<file path="src/rtl/regfile_pkg.sv">
// Shared types and default sizing for the regfile_2r1w register file.
package regfile_pkg;

  typedef enum logic {
    IDLE  = 1'b0,
    SWEEP = 1'b1
  } clr_state_e;

  localparam int DEF_WIDTH = 16;
  localparam int DEF_DEPTH = 8;

endpackage

</file>
<file path="src/rtl/regfile_clr_seq.sv">
// Clear sequencer for regfile_2r1w: walks registers 1..DEPTH-1 one per cycle
// after a CLR pulse and reports BUSY while the sweep runs.
module regfile_clr_seq
  import regfile_pkg::*;
#(
  parameter int DEPTH = DEF_DEPTH,
  parameter int AW    = $clog2(DEPTH)
) (
  input  logic          CLK,
  input  logic          RST,
  input  logic          CLR,
  output logic          busy,
  output logic          clr_en,
  output logic [AW-1:0] clr_idx
);

  clr_state_e    state_q, state_d;
  logic [AW-1:0] ptr_q, ptr_d;
  logic          busy_q, busy_d;

  always_comb begin
    state_d = state_q;
    ptr_d   = ptr_q;
    case (state_q)
      IDLE: begin
        if (CLR) begin
          state_d = SWEEP;
          ptr_d   = AW'(1);
        end
      end
      SWEEP: begin
        // Last entry cleared on this edge; re-arm the pointer for the next sweep.
        if (ptr_q == AW'(DEPTH - 1)) begin
          state_d = IDLE;
          ptr_d   = AW'(1);
        end else begin
          ptr_d = ptr_q + AW'(1);
        end
      end
      default: begin
        state_d = IDLE;
        ptr_d   = AW'(1);
      end
    endcase
    busy_d = (state_d == SWEEP);
  end

  always_ff @(posedge CLK or posedge RST) begin
    if (RST) begin
      state_q <= IDLE;
      ptr_q   <= AW'(1);
      busy_q  <= 1'b0;
    end else begin
      state_q <= state_d;
      ptr_q   <= ptr_d;
      busy_q  <= busy_d;
    end
  end

  assign busy    = busy_q;
  assign clr_en  = busy_q;
  assign clr_idx = ptr_q;

endmodule

</file>
<file path="src/rtl/regfile_2r1w.sv">
// Register file with one write port, two registered read ports, hardwired-zero
// register 0 and a hardware clear sweep. Define REGFILE_BYPASS_EN for write-through.
module regfile_2r1w
  import regfile_pkg::*;
#(
  parameter int WIDTH = DEF_WIDTH,
  parameter int DEPTH = DEF_DEPTH,
  parameter int AW    = $clog2(DEPTH)
) (
  input  logic             CLK,
  input  logic             RST,
  input  logic             WE,
  input  logic [AW-1:0]    WSEL,
  input  logic [WIDTH-1:0] WDATA,
  input  logic [AW-1:0]    RSEL_A,
  input  logic [AW-1:0]    RSEL_B,
  output logic [WIDTH-1:0] RDATA_A,
  output logic [WIDTH-1:0] RDATA_B,
  input  logic             CLR,
  output logic             BUSY
);

  logic             busy;
  logic             clr_en;
  logic [AW-1:0]    clr_idx;
  logic             wr_en;

  logic [WIDTH-1:0] mem_q [DEPTH];
  logic [WIDTH-1:0] mem_d [DEPTH];
  logic [WIDTH-1:0] rdata_a_q, rdata_a_d;
  logic [WIDTH-1:0] rdata_b_q, rdata_b_d;

  regfile_clr_seq #(
    .DEPTH (DEPTH),
    .AW    (AW)
  ) u_clr_seq (
    .CLK     (CLK),
    .RST     (RST),
    .CLR     (CLR),
    .busy    (busy),
    .clr_en  (clr_en),
    .clr_idx (clr_idx)
  );

  // A clear request in the same cycle wins over the write.
  assign wr_en = WE && !busy && !CLR && (WSEL != '0);

  always_comb begin
    for (int i = 0; i < DEPTH; i++) begin
      mem_d[i] = mem_q[i];
    end
    if (wr_en) begin
      mem_d[WSEL] = WDATA;
    end
    if (clr_en) begin
      mem_d[clr_idx] = '0;
    end
    mem_d[0] = '0;
  end

`ifdef REGFILE_BYPASS_EN
  // Reading the next-state view forwards the accepted write and the sweep's zero.
  always_comb begin
    rdata_a_d = mem_d[RSEL_A];
    rdata_b_d = mem_d[RSEL_B];
  end
`else
  always_comb begin
    rdata_a_d = mem_q[RSEL_A];
    rdata_b_d = mem_q[RSEL_B];
  end
`endif

  always_ff @(posedge CLK or posedge RST) begin
    if (RST) begin
      for (int i = 0; i < DEPTH; i++) begin
        mem_q[i] <= '0;
      end
      rdata_a_q <= '0;
      rdata_b_q <= '0;
    end else begin
      for (int i = 0; i < DEPTH; i++) begin
        mem_q[i] <= mem_d[i];
      end
      rdata_a_q <= rdata_a_d;
      rdata_b_q <= rdata_b_d;
    end
  end

  assign RDATA_A = rdata_a_q;
  assign RDATA_B = rdata_b_q;
  assign BUSY    = busy;

endmodule

</file>
<file path="config.mk">
export PLATFORM = sky130hd
export DESIGN_NAME = regfile_2r1w
export DESIGN_NICKNAME = d
export VERILOG_FILES = /design/src/rtl/regfile_pkg.sv /design/src/rtl/regfile_clr_seq.sv /design/src/rtl/regfile_2r1w.sv
export SDC_FILE = /design/constraint.sdc
export NUM_CORES = 1
export LEC_CHECK = 0
export BUFFER_PORTS_ARGS = -buffer_cell sky130_fd_sc_hd__buf_2
export CORE_ASPECT_RATIO = 0.5
export CORE_UTILIZATION = 35
export CTS_CLUSTER_SIZE = 25
export DETAILED_ROUTE_END_ITERATION = 12
export GPL_TIMING_DRIVEN = 0
export PLACE_DENSITY = 0.6
export SLEW_MARGIN = 15
export SYNTH_ARGS = -nofsm -noshare
export SYNTH_HDL_FRONTEND = slang
export SYNTH_HIERARCHICAL = 1
export SYNTH_SLANG_ARGS = --single-unit
</file>
<file path="constraint.sdc">
create_clock -name CLK -period 5.5 [get_ports CLK]
set_input_delay 0.825 -clock CLK [delete_from_list [all_inputs] [get_ports CLK]]
set_output_delay 0.825 -clock CLK [all_outputs]
set_load 0.05 [all_outputs]
</file>
==> impl_metrics.py <==
metrics = {
    "worst_setup_path": {
        "timing.critical_path.depth": 1,
        "cp_cell_sequence": "buf_2",
        "startpoint_type": "flip-flop",
        "cp_top_family": "flip-flops",
        "worstPathArrival_ns": 1.37,
        "crit_slowest_cell": "sky130_fd_sc_hd__dfrtp_1",
        "worstPathMaxFanout": 13,
        "crit_buf_inv": 1,
        "cpPeakStageDelay_ns": 0.59,
        "cp-end-kind": "primary output",
        "worst_ep_required_time_ns": 4.68,
        "crit_type": "flip-flop to primary output",
        "r2r_cells": 4,
    },
    "logic_synthesis": {
        "post_synthesis_cells": 769,
        "synth.avg_cell_area_um2": 10.3,
        "yosysTopAreaCellShare_pct": 46.5,
        "yosys.cell_count.top_type": "sky130_fd_sc_hd__dfrtp_1",
        "synth_seq_cells": 148,
        "synth_area_leader_cell": "sky130_fd_sc_hd__dfrtp_1",
        "synthTopCellsByCount": "147 x sky130_fd_sc_hd__dfrtp_1, 113 x sky130_fd_sc_hd__nand3_1, 112 x sky130_fd_sc_hd__a21boi_1, 110 x sky130_fd_sc_hd__o21ai_1",
        "synthTopCellsByArea": "sky130_fd_sc_hd__dfrtp_1 46%, sky130_fd_sc_hd__a21boi_1 11%, sky130_fd_sc_hd__mux2i_1 8.1%",
        "netlist-cell-type-count": 35,
        "synth_top_flop_cell": "sky130_fd_sc_hd__dfrtp_1",
        "mappedNetlistNets": 800,
        "ys_warn_count": 6,
        "ys_async_sr_fraction_pct": 100,
        "synth_area_um2": 7910,
        "ys_seq_area_share_pct": 46.8,
        "synth_edf_count": 0,
    },
    "grt": {
        "globalRouteTotalUtil_pct": 22.9,
        "grt_antenna_before_repair": 0,
        "grt_start_max_net_pins": 111,
        "grt_pass1_vias": 6753,
        "grt_remaining_overflow": 0,
        "grt_pass1_wl_um": 39700,
    },
    "final_layout": {
        "stdcell_area_um2": 9260,
        "final_net_count": 877,
        "ratio_of_cells_with_drive_above_1_in_the_final_layout_pct": 15.5,
        "n_fill_cell": 2135,
        "areaGrowthSynthToFinish_pct": 17.0,
        "antenna_cells_inserted": 0,
        "final_core_utilization_pct": 42.2,
        "final-seq-area_um2": 3700,
        "multi_input_gate_area_um2": 3790,
    },
    "timing": {
        "post-route-worst-setup-slack_ns": 3.31,
        "hold_viol_final": 0,
        "final.setup_skew_ns": 0.00850,
        "tightestPinTransition_ns": 0.710,
        "maxClockFrequency_mhz": 456,
        "slew_viol_final": 0,
        "rsz0062_at_grt": "no",
        "slew-limit-headroom_pct": 52.6,
        "hold-worst-slack_ns": 0.327,
        "final-setup-viol-count": 0,
        "period_share_pct": 39.9,
        "final_critical_delay_including_setup_and_external_delays_ns": 2.19,
    },
    "clocking": {
        "cts_root_buf": "sky130_fd_sc_hd__clkbuf_16",
        "clkTransAtPathRegs_ns": 0.06,
        "hold_buffers": 0,
        "ctsResizeCount": 0,
        "clockBufferDepth": 2,
        "cts_tree": "built",
        "htree_levels": 4,
        "clk-insertion-delay-late_ns": 0.43,
        "clkSinkCount": 148,
        "post-cts-setup-buffer-count": 0,
        "numCtsBuffers": 17,
    },
    "detailed_routing": {
        "vias_per_cell": 5.92,
        "routed_wire_length_per_instance_um": 22.0,
        "vias": 6856,
        "drc_errors": 0,
        "sum_of_met2_wire_segment_lengths_after_detailed_routing_um": 11300,
        "uppermost_routed_layer": "met4",
        "routed-wl-met3_um": 1640,
        "routedLengthMet1_um": 11900,
        "drtIter0Drc": 729,
        "ant_nets": 0,
        "detail_route.wirelength_um": 25500,
        "drt_pass1_iterations": 5,
    },
    "die": {
        "row_count": 38,
        "floorplan.initialDensity_pct": 36.1,
        "ios": 62,
        "dieWidth_um": 215,
        "chipHeight_um": 108,
        "die_area_um2": 23300,
        "core_region_area_um2": 21900,
    },
    "placed_design": {
        "placed_area_um2": 8610,
        "place.port_buffers": 57,
        "dp.final_hpwl_um": 18900,
        "dp_worst_setup_slack_ns": 3.07,
        "finalWeightedCongestion": 0.926,
    },
    "run": {
        "drv_cap": 0,
    },
    "power_and_ir_drop": {
        "cellLeakagePower_nw": 4.11,
        "pwrdens_nw_per_um2": 374,
        "post-layout-total-power_w": 0.00346,
        "vdd.ir_drop.worst_mv": 0.173,
    },
    "outcome": {
        "status": "finished clean",
    },
    "hold_path": {
        "worst_hold_path_type": "primary input to asynchronous set/reset pin",
    },
}
==> state kept, by name, indices dropped and copies added, names as in the netlist <==
register and count:
RDATA_A 16, u_clr_seq/busy 1, mem_q 112, u_clr_seq/clr_idx 3
RDATA_B 16
==> per-layer routing <==
layer	vias up	global-route usage, %
met2	289	34.9
met3	54	3.94
met4	0	9.95
li1	3081	-
met1	3432	32.0
met5	-	0
==> per-stage QoR <==
step | std cells | TNS, ns
floorplan | 769 | 0
global placement | 1126 | -149.67
detailed placement | 1127 | 0
CTS | 1159 | 0
global route | 1159 | 0
finish | 1159 | 0
==> final timing paths <==
path | start | end | slack (ns)
max | u_clr_seq/busy | BUSY | 3.31
min | RST | u_clr_seq/clr_idx[2] | 0.33
max reg2reg | u_clr_seq/busy | mem_q[92] | 3.47
min reg2reg | mem_q[79] | mem_q[79] | 0.56
max in group asynchronous | RST | mem_q[54] | 4.29
min in group CLK | mem_q[79] | mem_q[79] | 0.56
==> layout make-up <==
class / count / share of cell area, %
clock inverters: 13 / 2.20
repair buffers: 58 / 3.38
multi-input cells: 532 / 41.0
inverters: 3 / 0.203
clock buffers: 19 / 4.79
plain buffers: 86 / 4.38
flip-flops and latches: 148 / 40.0
well taps: 300 / 4.06
==> kinds of logic after synthesis <==
family / count (synthesis) / synth area share (%)
AO/OA/AOI/OAI: 292 / 25.1
adder cells (fa/ha/maj): 2 / 0.316
buffers and inverters: 89 / 5.26
flip-flops: 148 / 46.8
multiplexers: 96 / 12.6
AND/OR/NAND/NOR: 142 / 9.83
==> report_power, final <==
part / total, W / leakage [nW] / internal, W / switching, W
sequential: 0.00137 / 2.01 / 0.00124 / 0.000129
combinational: 0.000799 / 1.79 / 0.000306 / 0.000494
clock: 0.00129 / 0.317 / 0.000817 / 0.000473
total: 0.00346 / 4.11 / 0.00237 / 0.00110
==> layout by cell type (no fill, tap or decap), drive strengths merged, types with 2 or more instances in the layout <==
| cell type | Yosys | routed |
|---|---|---|
| clkinv | 0 | 5 |
| nand2 | 2 | 2 |
| o21ai | 113 | 113 |
| inv | 3 | 5 |
| nand2b | 3 | 3 |
| nor2 | 3 | 3 |
| bufinv | 0 | 5 |
| mux2 | 32 | 32 |
| and2 | 3 | 3 |
| a21boi | 112 | 112 |
| mux2i | 64 | 64 |
| dfrtp | 147 | 147 |
| ha | 2 | 2 |
| nand4b | 3 | 3 |
| nand4bb | 2 | 2 |
| nand3 | 113 | 113 |
| a221oi | 64 | 64 |
| buf | 39 | 97 |
| nor2b | 6 | 6 |
| clkbuf | 47 | 66 |
Note: power is estimated with default switching activity, not from simulation.
